--- src/rtl/note_led_meter.sv ---
// note_led_meter
//   Multi-channel note meter. Each channel's tone frequency (Hz) is mapped to
//   a note class (1..7 = C..B, 0 = silence/unknown). A class sample raises a
//   7-LED meter that holds its peak for a few decay ticks and then falls one
//   step per tick. The LEDs can show the level as a bar or as a single dot.
//
// Ports
//   clk          system clock
//   rst_n        asynchronous active-low reset
//   freq         packed frequencies, channel k at [k*FREQ_W +: FREQ_W]
//   freq_valid   per-channel sample strobe
//   mode         0 = bar (thermometer), 1 = dot (one-hot)
//   note_class   registered class per channel (3 bits each)
//   note_change  one-cycle pulse when a channel's class changes value
//   level        current meter level 0..7 per channel (3 bits each)
//   led          registered LED pattern per channel (7 bits each)
//
// Interface: freq_valid is a plain strobe with no backpressure. freq[k] is
// sampled on every rising edge where freq_valid[k] is 1 and ignored otherwise.
//
// Pipeline: sample at edge N -> note_class after N, level after N+1,
// led after N+2.
module note_led_meter #(
  parameter int CHANNELS     = 2,
  parameter int FREQ_W       = 32,
  parameter int DECAY_CYCLES = 25000000,
  parameter int HOLD_TICKS   = 2
) (
  input  logic                         clk,
  input  logic                         rst_n,
  input  logic [CHANNELS*FREQ_W-1:0]   freq,
  input  logic [CHANNELS-1:0]          freq_valid,
  input  logic                         mode,
  output logic [CHANNELS*3-1:0]        note_class,
  output logic [CHANNELS-1:0]          note_change,
  output logic [CHANNELS*3-1:0]        level,
  output logic [CHANNELS*7-1:0]        led
);

  localparam int PW = (DECAY_CYCLES > 1) ? $clog2(DECAY_CYCLES) : 1;
  localparam int HW = $clog2(HOLD_TICKS + 1);
  localparam logic [PW-1:0] PMAX  = PW'(DECAY_CYCLES - 1);
  localparam logic [HW-1:0] HLOAD = HW'(HOLD_TICKS);

  // Exact-match note lookup. Anything above 11 bits cannot be a note, so the
  // upper bits only need to be checked for zero.
  function automatic logic [2:0] classify(input logic [FREQ_W-1:0] f);
    logic [FREQ_W-1:0] upper;
    logic [2:0]        c;
    upper = f >> 11;
    c     = 3'd0;
    if (upper == '0) begin
      case (f[10:0])
        11'd131, 11'd262, 11'd277, 11'd524, 11'd554, 11'd1108: c = 3'd1;
        11'd147, 11'd294, 11'd311, 11'd588, 11'd622, 11'd1244: c = 3'd2;
        11'd165, 11'd330, 11'd660:                             c = 3'd3;
        11'd174, 11'd349, 11'd370, 11'd698, 11'd740, 11'd1480: c = 3'd4;
        11'd196, 11'd392, 11'd415, 11'd784, 11'd830, 11'd1660: c = 3'd5;
        11'd220, 11'd440, 11'd466, 11'd880, 11'd932, 11'd1864: c = 3'd6;
        11'd247, 11'd494, 11'd988, 11'd1976:                   c = 3'd7;
        default:                                               c = 3'd0;
      endcase
    end
    return c;
  endfunction

  // Shared decay prescaler; tick marks the last count of each period.
  logic [PW-1:0] pcount;
  logic          tick;

  assign tick = (pcount == PMAX);

  always_ff @(posedge clk or negedge rst_n) begin
    if (!rst_n) begin
      pcount <= '0;
    end else if (tick) begin
      pcount <= '0;
    end else begin
      pcount <= pcount + PW'(1);
    end
  end

  for (genvar k = 0; k < CHANNELS; k++) begin : g_ch
    logic [2:0]    cls_q;
    logic          chg_q;
    logic          fresh_q;   // cls_q was loaded on the previous edge
    logic [2:0]    lvl_q;
    logic [2:0]    lvl_d;
    logic [HW-1:0] hold_q;
    logic [HW-1:0] hold_d;
    logic [6:0]    led_q;
    logic [6:0]    led_d;
    logic [2:0]    cls_new;

    assign cls_new = classify(freq[k*FREQ_W +: FREQ_W]);

    // Stage 1: class register and change pulse.
    always_ff @(posedge clk or negedge rst_n) begin
      if (!rst_n) begin
        cls_q   <= 3'd0;
        chg_q   <= 1'b0;
        fresh_q <= 1'b0;
      end else begin
        fresh_q <= freq_valid[k];
        if (freq_valid[k]) begin
          cls_q <= cls_new;
          chg_q <= (cls_new != cls_q);
        end else begin
          chg_q <= 1'b0;
        end
      end
    end

    // Stage 2: peak load / hold / decay. Only a freshly sampled class can
    // load the meter; the held class register alone would otherwise pin the
    // level forever after a single strobe. Repeated strobes of the same note
    // keep reloading hold, so a sustained note never decays.
    always_comb begin
      lvl_d  = lvl_q;
      hold_d = hold_q;
      if (fresh_q && (cls_q != 3'd0) && (cls_q >= lvl_q)) begin
        lvl_d  = cls_q;
        hold_d = HLOAD;
      end else if (tick && (hold_q != '0)) begin
        hold_d = hold_q - HW'(1);
      end else if (tick && (lvl_q != 3'd0)) begin
        lvl_d = lvl_q - 3'd1;
      end
    end

    // Stage 3: LED pattern from the current level.
    always_comb begin
      led_d = 7'd0;
      if (lvl_q != 3'd0) begin
        if (mode) begin
          led_d = 7'd1 << (lvl_q - 3'd1);
        end else begin
          for (int i = 0; i < 7; i++) begin
            led_d[i] = (3'(i) < lvl_q);
          end
        end
      end
    end

    always_ff @(posedge clk or negedge rst_n) begin
      if (!rst_n) begin
        lvl_q  <= 3'd0;
        hold_q <= '0;
        led_q  <= 7'd0;
      end else begin
        lvl_q  <= lvl_d;
        hold_q <= hold_d;
        led_q  <= led_d;
      end
    end

    assign note_class[k*3 +: 3] = cls_q;
    assign note_change[k]       = chg_q;
    assign level[k*3 +: 3]      = lvl_q;
    assign led[k*7 +: 7]        = led_q;
  end

endmodule

--- config.mk ---
export PLATFORM = sky130hd
export DESIGN_NAME = note_led_meter
export DESIGN_NICKNAME = d
export VERILOG_FILES = /design/src/rtl/note_led_meter.sv
export SDC_FILE = /design/constraint.sdc
export NUM_CORES = 1
export LEC_CHECK = 0
export BUFFER_PORTS_ARGS = -buffer_cell sky130_fd_sc_hd__buf_2
export CAP_MARGIN = 0
export CORE_ASPECT_RATIO = 1.4
export CORE_MARGIN = 2
export CORE_UTILIZATION = 51
export DETAILED_ROUTE_END_ITERATION = 6
export PLACE_DENSITY = 0.79
export SYNTH_ARGS = -nofsm -noshare
export SYNTH_HDL_FRONTEND = slang
export SYNTH_SLANG_ARGS = --single-unit
--- constraint.sdc ---
create_clock -name clk -period 2.1 [get_ports clk]
set_input_delay 0.42 -clock clk [delete_from_list [all_inputs] [get_ports clk]]
set_output_delay 0.42 -clock clk [all_outputs]
set_load 0.01 [all_outputs]
After elaboration in Yosys (flattened, before gate mapping) --
Cells that the tools add are included.
Storage, ports and cells: memories kept 0, output and inout bits 28, bits in latches 0, bits in read-only memories 0, bits of input ports 69, logic and storage cells 172, register bits after elaboration 59, bits in writable memories 0
Cells by class: multiply operators 0, bitwise gates (word level) 0, div/mod/pow operators 0, equality and inequality tests 79, reduce and logical (&&, ||, !) cells 36, $lt $le $gt $ge 16, shifts and indexed selects 2, mux-type cells 21, $add $sub $neg 5
Operator list (count):
- $eq A11 B10 Y1 const B | 24
- $eq A11 B9 Y1 const B | 24
- $eq A11 B8 Y1 const B | 14
- $eq A11 B11 Y1 const B | 12
- $logic_not A32 Y1 | 2
- $reduce_or A6 Y1 | 10
- $pmux W3 S7 | 2
- $mux W7 | 4
- $add A25 B1 Y25 const B | 1
- $eq A25 B25 Y1 const B | 1
- $mux W25 | 1
- $mux W3 | 8
- $lt A3 B3 Y1 const A | 6
- $shl A1 B3 Y7 const A | 2
- $lt A1 B3 Y1 const A | 4
- $lt A2 B3 Y1 const A | 4
- $reduce_bool A2 Y1 | 6
- $reduce_bool A3 Y1 | 4
- $logic_and A1 B1 Y1 | 8
- $mux W2 | 4
- $reduce_or A4 Y1 | 2
- $ge A3 B3 Y1 | 2
- $ne A3 B3 Y1 | 2
- $reduce_or A3 Y1 | 2
- other kinds (5) | 10

Longest topological paths before layout --
Gate-level depths: netlist of the first run.
word-level depth 6, depth in mapped cells 10, depth with buffers taken out 10

Worst setup path before layout of the first run --
Ideal clock, no wire load.
path type input to register, start point input freq[40], end point register g_ch[1].chg_q, setup time 0.129 ns, path buffers 1, cell stages on the path 9, required time 1.971 ns, path slack -0.274 ns, arrival time 2.245 ns, cells stage by stage clkbuf_1 > or3_1 > or4_1 > o2111a_1 > nand3_1 > nor4_1 > nor2_1 > xor2_1 > o41a_1
Between the ends: word-level cells in the longest chain between the ends 6, elaborated cells between the ends (all ways) 48, those cells by class 38 x eq/ne; 3 x mux; 7 x reduce/logical
RTL lines:
- start, declared | RTL line 31 | input logic [CHANNELS*FREQ_W-1:0] freq,
- $eq A11 B8 Y1, or another cell as far along | RTL line 53 | case (f[10:0])
- $reduce_or A6 Y1, or another cell as far along | RTL line 53
- $pmux W3 S7 * | RTL line 53
- $mux W3 * | RTL line 52 | if (upper == '0) begin
- $ne A3 B3 Y1 * | RTL line 107 | chg_q <= (cls_new != cls_q);
- $mux W1 * | RTL line 105 | if (freq_valid[k]) begin
- end signal, assigned | RTL line 107
- end, declared | RTL line 85 | logic chg_q;
Mark *: on every way between the ends. The rest lies on a longest branch, timed or not. A chain may end at the register's enable or synchronous reset.

Worst setup path after layout of the first run --
start point input freq[33], end point register g_ch[1].chg_q
The elaborated chain is that of the path after synthesis.

==> results.cfg, run 1 <==
[status]
status = finished, violations left
failed_checks = setup timing

[sta]
number_of_hold_slack_violations_in_the_final_timing_report = 0
worst_clk_skew_ns = 0.00808
setup_violations = 2
achievable-frequency_mhz = 460
worst-slew-pin-transition_ns = 0.499
fin_ws_ns = -0.0732
finalCriticalPeriod_ns = 2.17
maxSlewViolCount = 0
final_period_util_pct = 103
hold_slack_ns = 0.0579
relSlewSlack_pct = 66.8
grt_setup_unrepaired = true

[global_route]
global_route.usage.met2_pct = 52.8
vias_in_the_first_global_route = 5245
largest_net_degree_at_the_start_of_global_routing = 25
wire_length_of_the_first_global_routing_pass_mm = 24.0
groute.layer.met1.usage_pct = 34.8
use_met3_pct = 4.91
top_usage_layer = met2
globalRouteOverflowTotal = 0
gr-usage-all-layers_pct = 29.4
antenna_found_initial = 0

[placement]
port_buffers = 96
place_hpwl_mm = 10.8
gp_congestion = 0.931

[final_layout]
fraction_of_layout_cells_with_a_size_suffix_above_1_pct = 36.1
area_growth_pct = 41.4
multi_input_gate_area_in_the_final_layout_sq_um = 3150
n_antenna_cell = 0
filler_cell_count = 666
layout.nets = 841
seq_area_sq_um = 1480

[clock_network]
clk_transition_reported_paths_ns = 0.05
root_buffer = sky130_fd_sc_hd__clkbuf_16
cts.hold.buffers_added = 0
h-tree-depth = 3
cts_tree = built
cts_buffers = 9
numClockSinks = 59
cts-root-to-sink-buffers = 2
worst_skew_pair.late_latency_ns = 0.33

[drt]
post-route-drc-count = 0
route.detailed.vias_per_inst = 6.14
route.vias.total = 5290
route.antenna.remaining_nets = 0
route.detailed.wl_per_inst_microns = 17.3
wirelength_mm = 14.9
drt_first_iter_violations = 313
firstDrtPassIters = 5

[critical_path]
endpoint_kind = flop
worstSetupPathType = in2reg
buffers_plus_inverters_on_the_worst_setup_path = 1
critPathArrivalTime_ns = 2.37
critical_path.reg2reg.startpoint = pcount[6]
timing.critical_path.from_type = input pin
max_stage_delay_cell_worst_path = sky130_fd_sc_hd__or4b_1
worst_ep_required_time_ns = 2.30
crit_chain = buf_6, or2_4, or3_4, or4b_1, nand4_1, nor4_2, nor2_1, xor2_1, o41a_1
critical_path_peak_fanout = 2
cpLargestDelayFamily = simple AND/OR/NAND/NOR gates
regToRegSetupSlack_ns = 0
rr_endpoint = g_ch[0].lvl_q[1]
worst_path_largest_cell_delay_ns = 0.47
reg2reg_depth = 7

[min_path]
hold_class = in2async

[synth]
synth.net_count = 649
synthTopCellsByArea = sky130_fd_sc_hd__dfrtp_1 (32%), sky130_fd_sc_hd__ha_1 (5.7%), sky130_fd_sc_hd__nor2_1 (4.1%)
yosysSeqAreaShare_pct = 31.8
synth_area_per_cell_sq_um = 8.31
synth_enable_flop_cells = 0
synth-async-reset-ratio_pct = 100
synthesis.area_sq_um = 4650
synth-warning-count = 0
synthMostInstantiatedCell = sky130_fd_sc_hd__dfrtp_1
postSynthCellCount = 559
netlist-cell-type-count = 68
synth_largest_type_area_fraction_pct = 31.8
synth_seq_cells = 59
synth.cells.most_frequent = sky130_fd_sc_hd__dfrtp_1 (59), sky130_fd_sc_hd__nor2_1 (51), sky130_fd_sc_hd__nand3_1 (34), sky130_fd_sc_hd__a21oi_1 (32), sky130_fd_sc_hd__nand2_1 (29)
synth.largest_area_cell = sky130_fd_sc_hd__dfrtp_1
postSynth.topFlopCell = sky130_fd_sc_hd__dfrtp_1

[floorplan]
std_cell_core_area_sq_um = 8930
std_cell_rows = 41
io_pins = 97
die_height_microns = 117
floorplan.die.width_microns = 84.7
starting_utilization_of_the_core_area_pct = 52.1
fp.dieArea_sq_um = 9900

[power]
worst_ir_drop_vdd_v = 0.000898
totalPowerFinal_uw = 3660
static-leakage-power_uw = 0.00310
pwr_per_cell_area_nw_per_um2 = 557

[run]
max_cap_violations = 0
[worst reg2reg max path, stage by stage, from the launching register on]
cell and delay [ns]:
sky130_fd_sc_hd__dfrtp_1 0.44, sky130_fd_sc_hd__nor4bb_1 0.45, sky130_fd_sc_hd__nand4_1 0.22, sky130_fd_sc_hd__nor4_2 0.25
sky130_fd_sc_hd__a31oi_1 0.15, sky130_fd_sc_hd__buf_4 0.18, sky130_fd_sc_hd__a211oi_1 0.22, sky130_fd_sc_hd__a21oi_1 0.08
[per-stage QoR]
step	setup TNS [ns]	utilization (%)	std cells	instance area (sq um)	worst slack [ns]
after global routing	-0.375	73.6	861	6570	-0.128
after CTS	-0.0370	71.6	853	6390	-0.0370
after floorplan	-0.292	-	559	4710	-0.226
after detailed placement	-1.57	67.0	838	5980	-0.469
after global placement	-1.32	67.0	838	5980	-0.422
final	-0.0777	73.6	861	6570	-0.0732
[flip-flops by register name (all words and copies together), names as in the netlist]
register and flops:
g_ch.chg_q 2, g_ch.cls_q 6, g_ch.fresh_q 2, g_ch.hold_q 4, g_ch.led_q 14, g_ch.lvl_q 6, pcount 25
[per-layer routing]
metal | vias up | wire [microns]
met1 | 2531 | 5940
met5 | - | 0
li1 | 2463 | -
met4 | 0 | 420
met3 | 54 | 883
met2 | 242 | 7680
[worst max-delay path by stage]
stage	startpoint	endpoint	slack [ns]	cells after the start
2_1_floorplan	freq[33]	g_ch[1].chg_q	-0.23	8
3_3_place_gp	freq[33]	g_ch[1].chg_q	-0.42	9
3_5_place_dp	freq[33]	g_ch[1].chg_q	-0.47	9
4_1_cts	freq[33]	g_ch[1].chg_q	-0.04	9
5_1_grt	freq[38]	g_ch[1].chg_q	-0.13	12
6_report	freq[33]	g_ch[1].chg_q	-0.07	9
[layout make-up]
type | count | area share (%)
multi-input cells | 443 | 48.0
flip-flops and latches | 59 | 22.5
repair buffers | 212 | 21.5
clock buffers | 12 | 4.05
well taps | 107 | 2.04
inverters | 26 | 1.48
clock inverters | 2 | 0.533
[cell families (layout without fill, tap and decap cells)]
| kind of cell | after synthesis | after routing | share of synthesized area (%) |
|---|---|---|---|
| adders and majority gates | 21 | 21 | 5.65 |
| muxes | 5 | 5 | 1.13 |
| xor gates and xnor gates | 28 | 28 | 5.28 |
| AOI/OAI and AO/OA | 95 | 95 | 13.9 |
| and+or+nand+nor | 294 | 294 | 37.0 |
| buffers and inverters | 57 | 252 | 5.25 |
| DFF | 59 | 59 | 31.8 |
[cells in the final DEF (no fill, tap or decap), types with 11 or more instances in the layout]
cell type and n:
sky130_fd_sc_hd__nor2b_1 24, sky130_fd_sc_hd__nor4_1 12, sky130_fd_sc_hd__buf_2 89, sky130_fd_sc_hd__nand3_1 31, sky130_fd_sc_hd__nor4bb_1 11, sky130_fd_sc_hd__xor2_1 19
sky130_fd_sc_hd__dfrtp_1 59, sky130_fd_sc_hd__nand2b_1 17, sky130_fd_sc_hd__inv_1 24, sky130_fd_sc_hd__buf_4 115, sky130_fd_sc_hd__a21oi_1 30, sky130_fd_sc_hd__ha_1 21
sky130_fd_sc_hd__nand4_1 27, sky130_fd_sc_hd__nor2_1 50, sky130_fd_sc_hd__nor3_1 16, sky130_fd_sc_hd__nand2_1 29
[what timing repair did]
| action | CTS | global route |
|---|---|---|
| gates resized for setup | 18 | 33 |
| endpoints found under the hold margin | 0 | 0 |
| pin swaps | 13 | 16 |
| setup buffers | 1 | 8 |
| setup endpoints to repair | 2 | 15 |
[where the power goes]
| part | internal, uW | switching, uW |
|---|---|---|
| registers | 1210 | 25.1 |
| logic | 426 | 527 |
| clock network | 997 | 476 |
| total | 2630 | 1030 |
(Power assumes the default switching activity.)
==> run 2: changes to the inputs <==
==> constraint.sdc (replaced) <==
create_clock -name clk -period 2.1 [get_ports clk]
set_input_delay 0.105 -clock clk [delete_from_list [all_inputs] [get_ports clk]]
set_output_delay 0.105 -clock clk [all_outputs]
set_load 0.01 [all_outputs]
==> run 2 against run 1 <==
Effect of this change: the flow now finishes without violations; fmax up 9.4%; power shrank 5.9%; cell area fell by 5.7%; global-route usage shrank 0.081 points; utilization is 4.2 points lower; setup slack gained 0.19 ns; sequential share of layout area grew 1.4 points; critical path type is now reg2reg; largest power group unchanged.
==> results.cfg, run 2 (synthesized netlist as in run 1, its figures left out) <==
[status]
status = finished, final reports clean

[sta]
fin_ws_ns = 0.113
number_of_hold_slack_violations_in_the_final_timing_report = 0
worst_clk_skew_ns = 0.00700
setup_violations = 0
grt_setup_unrepaired = true
relSlewSlack_pct = 57.7
fin_tns_setup_ns = 0
achievable-frequency_mhz = 503
hold_slack_ns = 0.196
maxSlewViolCount = 0
final_period_util_pct = 94.6
worst-slew-pin-transition_ns = 0.634
finalCriticalPeriod_ns = 1.99

[floorplan]
io_pins = 97
std_cell_core_area_sq_um = 8930
std_cell_rows = 41
die_height_microns = 117
fp.dieArea_sq_um = 9900
starting_utilization_of_the_core_area_pct = 52.1
floorplan.die.width_microns = 84.7

[clock_network]
root_buffer = sky130_fd_sc_hd__clkbuf_16
worst_skew_pair.late_latency_ns = 0.32
cts_tree = built
post_cts.repair.setup_buffers = 0
numClockSinks = 59
h-tree-depth = 3
cts_buffers = 9
cts-root-to-sink-buffers = 2
clk_transition_reported_paths_ns = 0.05

[power]
power.combinational.fraction_pct = 25.6
share_clk_of_total_power_pct = 38.3
seq_power_share_pct = 36.2
cellInternalPower_uw = 2390
worst_ir_drop_vdd_v = 0.000571
switching_power_uw = 1060
pwr_per_cell_area_nw_per_um2 = 556
static-leakage-power_uw = 0.00292
power.share.switching_pct = 30.7

[drt]
drt_first_iter_violations = 391
firstDrtPassIters = 7
route.detailed.wl_per_inst_microns = 17.1
route.detailed.vias_per_inst = 6.12
post-route-drc-count = 0
wirelength_mm = 14.5
route.antenna.remaining_nets = 0
route.vias.total = 5185

[final_layout]
fraction_of_layout_cells_with_a_size_suffix_above_1_pct = 30.3
largest_register_ffs = 25
layout.cells.most_common_list = sky130_fd_sc_hd__buf_2 (96), sky130_fd_sc_hd__buf_4 (96), sky130_fd_sc_hd__dfrtp_1 (59), sky130_fd_sc_hd__nor2_1 (51), sky130_fd_sc_hd__nand3_1 (34)
largestRegisters = pcount x25, g_ch.led_q x14
area_growth_pct = 33.4
layout.nets = 825
max_flop_register = pcount
filler_cell_count = 716
n_antenna_cell = 0
final_core_util_pct = 69.4

[global_route]
antenna_found_initial = 0
largest_net_degree_at_the_start_of_global_routing = 29
gr-usage-all-layers_pct = 29.4
vias_in_the_first_global_route = 5072
wire_length_of_the_first_global_routing_pass_mm = 23.5
globalRouteOverflowTotal = 0

[critical_path]
timing.critical_path.from_type = flop
critPathArrivalTime_ns = 2.18
worst_ep_required_time_ns = 2.29
worstSetupPathType = reg2reg
critical_path_peak_fanout = 6
endpoint_kind = flop

[placement]
pre_cts_ws_ns = -0.263
port_buffers = 96
gp_congestion = 1.00
place_hpwl_mm = 11.1

[run]
max_cap_violations = 0

[min_path]
hold_class = in2reg
## run 2: changes by cell type in the layout (fill, tap and decap cells not counted), sizes merged
cell / before / now
buf: 211 / 193
bufinv: 1 / 0
clkbuf: 13 / 10
clkinv: 1 / 4
clkinvlp: 0 / 2
dlygate4sd3: 0 / 3
## run 2: power by group through the flow
stage	registers [uW]	clock network, uW	logic [uW]
finish	1250	1320	880
detailed placement	1260	0	855
global route	1250	1390	965
floorplan	1310	0	402
CTS	1250	1350	865
global placement	1260	0	828
## run 2: path summary, 6_finish.rpt
path                       startpoint               end  slack (ns)  depth (start not counted)
hold reg to reg             pcount[4]         pcount[4]        0.47                          1
max in group asynchronous       rst_n  g_ch[0].lvl_q[2]        1.04                          3
setup reg to reg           pcount[18]  g_ch[0].lvl_q[1]        0.11                          7
setup / recovery           pcount[18]  g_ch[0].lvl_q[1]        0.11                          7
min in group asynchronous       rst_n  g_ch[1].lvl_q[2]        0.33                          2
hold / removal               freq[12]  g_ch[0].cls_q[0]        0.20                          5
## run 2: cell type report
cell class	instances	area [sq um]	share of cell area, %
multi-input cells	443	2970	47.9
flip-flops and latches	59	1480	23.8
repair buffers	196	1250	20.2
clock buffers	10	229	3.69
well taps	107	134	2.16
inverters	26	97.6	1.57
clock inverters	6	42.5	0.686
## run 2: routing by layer
metal	share of wire, %	global-route usage [%]	vias to the layer above
li1	-	-	2429
met4	3.9	15.8	0
met3	5.7	4.56	49
met2	54	55.3	224
met1	37	31.4	2483
met5	0	0	-
## run 2: repair_timing
| action | in CTS | in global routing |
|---|---|---|
| hold buffers | 3 | 0 |
| endpoints found under the hold margin | 28 | 0 |
| setup endpoints to repair | 0 | 9 |
| resized for setup | 0 | 8 |
## run 2: critical path: stages (launching register included)
cell	delay, ns
sky130_fd_sc_hd__dfrtp_1	0.39
sky130_fd_sc_hd__and3_1	0.21
sky130_fd_sc_hd__nand3_1	0.20
sky130_fd_sc_hd__nor4_4	0.38
sky130_fd_sc_hd__buf_4	0.18
sky130_fd_sc_hd__a31oi_2	0.16
sky130_fd_sc_hd__a211oi_1	0.27
sky130_fd_sc_hd__a21oi_1	0.06
## run 2: metrics by stage
stage,std cells,cell area (sq um),power [uW]
final,847,6200,3440
after detailed placement,828,5860,2120
after floorplan,559,4650,1710
after global placement,828,5860,2090
after CTS,847,6160,3460
after global routing,847,6200,3610
==> run 3: changes to the inputs <==
--- a/config.mk
+++ b/config.mk
@@ -11,6 +11,7 @@
 export CORE_MARGIN = 2
 export CORE_UTILIZATION = 51
 export DETAILED_ROUTE_END_ITERATION = 6
+export GPL_TIMING_DRIVEN = 0
 export PLACE_DENSITY = 0.79
 export SYNTH_ARGS = -nofsm -noshare
 export SYNTH_HDL_FRONTEND = slang
==> run 3 against run 2 <==
Effect of this change: combinational power decreased by 12%; clock power up 18%; clock skew grew 0.0011 ns; sequential power hardly changed.
==> results.cfg, run 3 (synthesized netlist as in run 1, its figures left out) <==
[critical_path]
crit_chain = buf_2, buf_2, nor4bb_1, nand4_1, o311a_1, o311ai_2, o31a_1, a21oi_1, o32ai_1, a21boi_1
worst_ep_required_time_ns = 2.30
worst_path_most_repeated_cell = sky130_fd_sc_hd__buf_2
max_stage_delay_cell_worst_path = sky130_fd_sc_hd__nor4bb_1
worstSetupPathType = in2reg
critical_path_peak_fanout = 10
timing.critical_path.from_type = input pin
endpoint_kind = flop
worst_path_largest_cell_delay_ns = 0.65
critPathArrivalTime_ns = 2.23

[final_layout]
final-instance-count-excl-fill = 785
largest_register_ffs = 25
layout.cells.most_common_list = sky130_fd_sc_hd__buf_2 (110), sky130_fd_sc_hd__dfrtp_1 (54), sky130_fd_sc_hd__nor2_1 (47), sky130_fd_sc_hd__a21oi_1 (31), sky130_fd_sc_hd__nand3_1 (30)
filler_cell_count = 742
area_growth_pct = 25.7
n_antenna_cell = 0
max_flop_register = pcount
layout.nets = 764
final_cell_area_sq_um = 5840
seq_area_sq_um = 1480
multi_input_gate_area_in_the_final_layout_sq_um = 3100
largestRegisters = pcount x25, g_ch.led_q x14
fraction_of_layout_cells_with_a_size_suffix_above_1_pct = 27.3
final_common_cell = sky130_fd_sc_hd__buf_2

[drt]
route.detailed.wl_per_inst_microns = 18.0
route.detailed.vias_per_inst = 6.27
post-route-drc-count = 0
route.antenna.remaining_nets = 0
route.vias.total = 4920
drt_first_iter_violations = 266
firstDrtPassIters = 5
wirelength_mm = 14.1

[clock_network]
cts_tree = built
cts_buffers = 9
h-tree-depth = 3
root_buffer = sky130_fd_sc_hd__clkbuf_16
numClockSinks = 59
worst_skew_pair.late_latency_ns = 0.33
clk_transition_reported_paths_ns = 0.05
cts-root-to-sink-buffers = 2

[status]
status = finished, final reports clean

[global_route]
globalRouteOverflowTotal = 0
antenna_found_initial = 0
largest_net_degree_at_the_start_of_global_routing = 60
gr-usage-all-layers_pct = 28.3
wire_length_of_the_first_global_routing_pass_mm = 22.5
vias_in_the_first_global_route = 4725

[placement]
gp_congestion = 1.02
port_buffers = 93
place_hpwl_mm = 10.3
placedCellCount = 759
dpl_cell_area_sq_um = 5250
pre_cts_ws_ns = -0.499

[min_path]
hold_class = in2reg

[floorplan]
floorplan.die.width_microns = 84.7
fp.dieArea_sq_um = 9900
std_cell_core_area_sq_um = 8930
std_cell_rows = 41
io_pins = 97
starting_utilization_of_the_core_area_pct = 52.1
die_height_microns = 117

[sta]
relSlewSlack_pct = 47.6
hold_slack_ns = 0.0965
setup_violations = 0
finalCriticalPeriod_ns = 2.03
fin_ws_ns = 0.0674
final_period_util_pct = 96.8
achievable-frequency_mhz = 492
number_of_hold_slack_violations_in_the_final_timing_report = 0
maxSlewViolCount = 0
worst-slew-pin-transition_ns = 0.775
fin_tns_setup_ns = 0
worst_clk_skew_ns = 0.00812

[power]
worst_ir_drop_vdd_v = 0.000557
pwr_per_cell_area_nw_per_um2 = 618
static-leakage-power_uw = 0.00265

[run]
max_cap_violations = 0
==> run 3: cell count changes in the layout (fill, tap and decap cells not counted), moves of 5 or more <==
cell                       change
sky130_fd_sc_hd__buf_2        +14
sky130_fd_sc_hd__buf_4        -84
sky130_fd_sc_hd__dfrtp_1       -5
sky130_fd_sc_hd__clkbuf_2      +6
sky130_fd_sc_hd__dfrtp_2       +5
==> run 3: layout make-up <==
| type | instances | area share [%] |
|---|---|---|
| Multi-Input combinational cell | 443 | 53.0 |
| Inverter | 26 | 1.67 |
| Tap cell | 107 | 2.29 |
| Sequential cell | 59 | 25.4 |
| Buffer | 30 | 2.57 |
| Clock inverter | 5 | 1.33 |
| Clock buffer | 10 | 4.09 |
| Timing Repair Buffer | 105 | 9.68 |
==> run 3: timing repair <==
action,CTS,global route
endpoints found under the setup margin,20,15
pin swaps,3,4
hold buffers,2,1
setup buffers,2,7
endpoints found under the hold margin,2,59
resized for setup,15,39
==> run 3: per-layer routing <==
metal | share of wire (%) | vias up | GRT usage (%)
met3 | 6.3 | 57 | 3.86
met1 | 36 | 2300 | 30.6
met5 | 0 | - | 0
li1 | - | 2320 | -
met4 | 4.1 | 0 | 15.0
met2 | 53 | 243 | 53.3
==> run 3: final timing paths <==
check	from	to	slack, ns	depth (start not counted)
worst max register to register	g_ch[0].lvl_q[0]	g_ch[0].lvl_q[2]	0.14	9
max in group asynchronous	rst_n	g_ch[0].lvl_q[0]	1.16	2
worst min register to register	pcount[0]	pcount[0]	0.48	1
worst max-delay path	freq[1]	g_ch[0].chg_q	0.07	10
min in group asynchronous	rst_n	pcount[14]	0.38	2
worst min-delay path	freq[11]	g_ch[0].cls_q[0]	0.1	4
==> run 3: metrics by stage <==
stage | utilization (%) | total power [uW]
after floorplan | - | 1710
after global placement | 58.8 | 1980
after detailed placement | 58.8 | 2000
after CTS | 63.5 | 3590
after global routing | 65.5 | 3780
final | 65.5 | 3610
==> run 3: power by group <==
part / switching, uW / internal [uW] / total, uW
Combinational: 463 / 310 / 773
Clock: 505 / 1060 / 1560
Sequential: 61.1 / 1210 / 1270
==> run 3: critical path: cells and delay by family <==
family / cells / cell delay, ns
AO/OA/AOI/OAI: 6 / 0.91
buffers and inverters: 2 / 0.38
AND/OR/NAND/NOR: 2 / 0.83
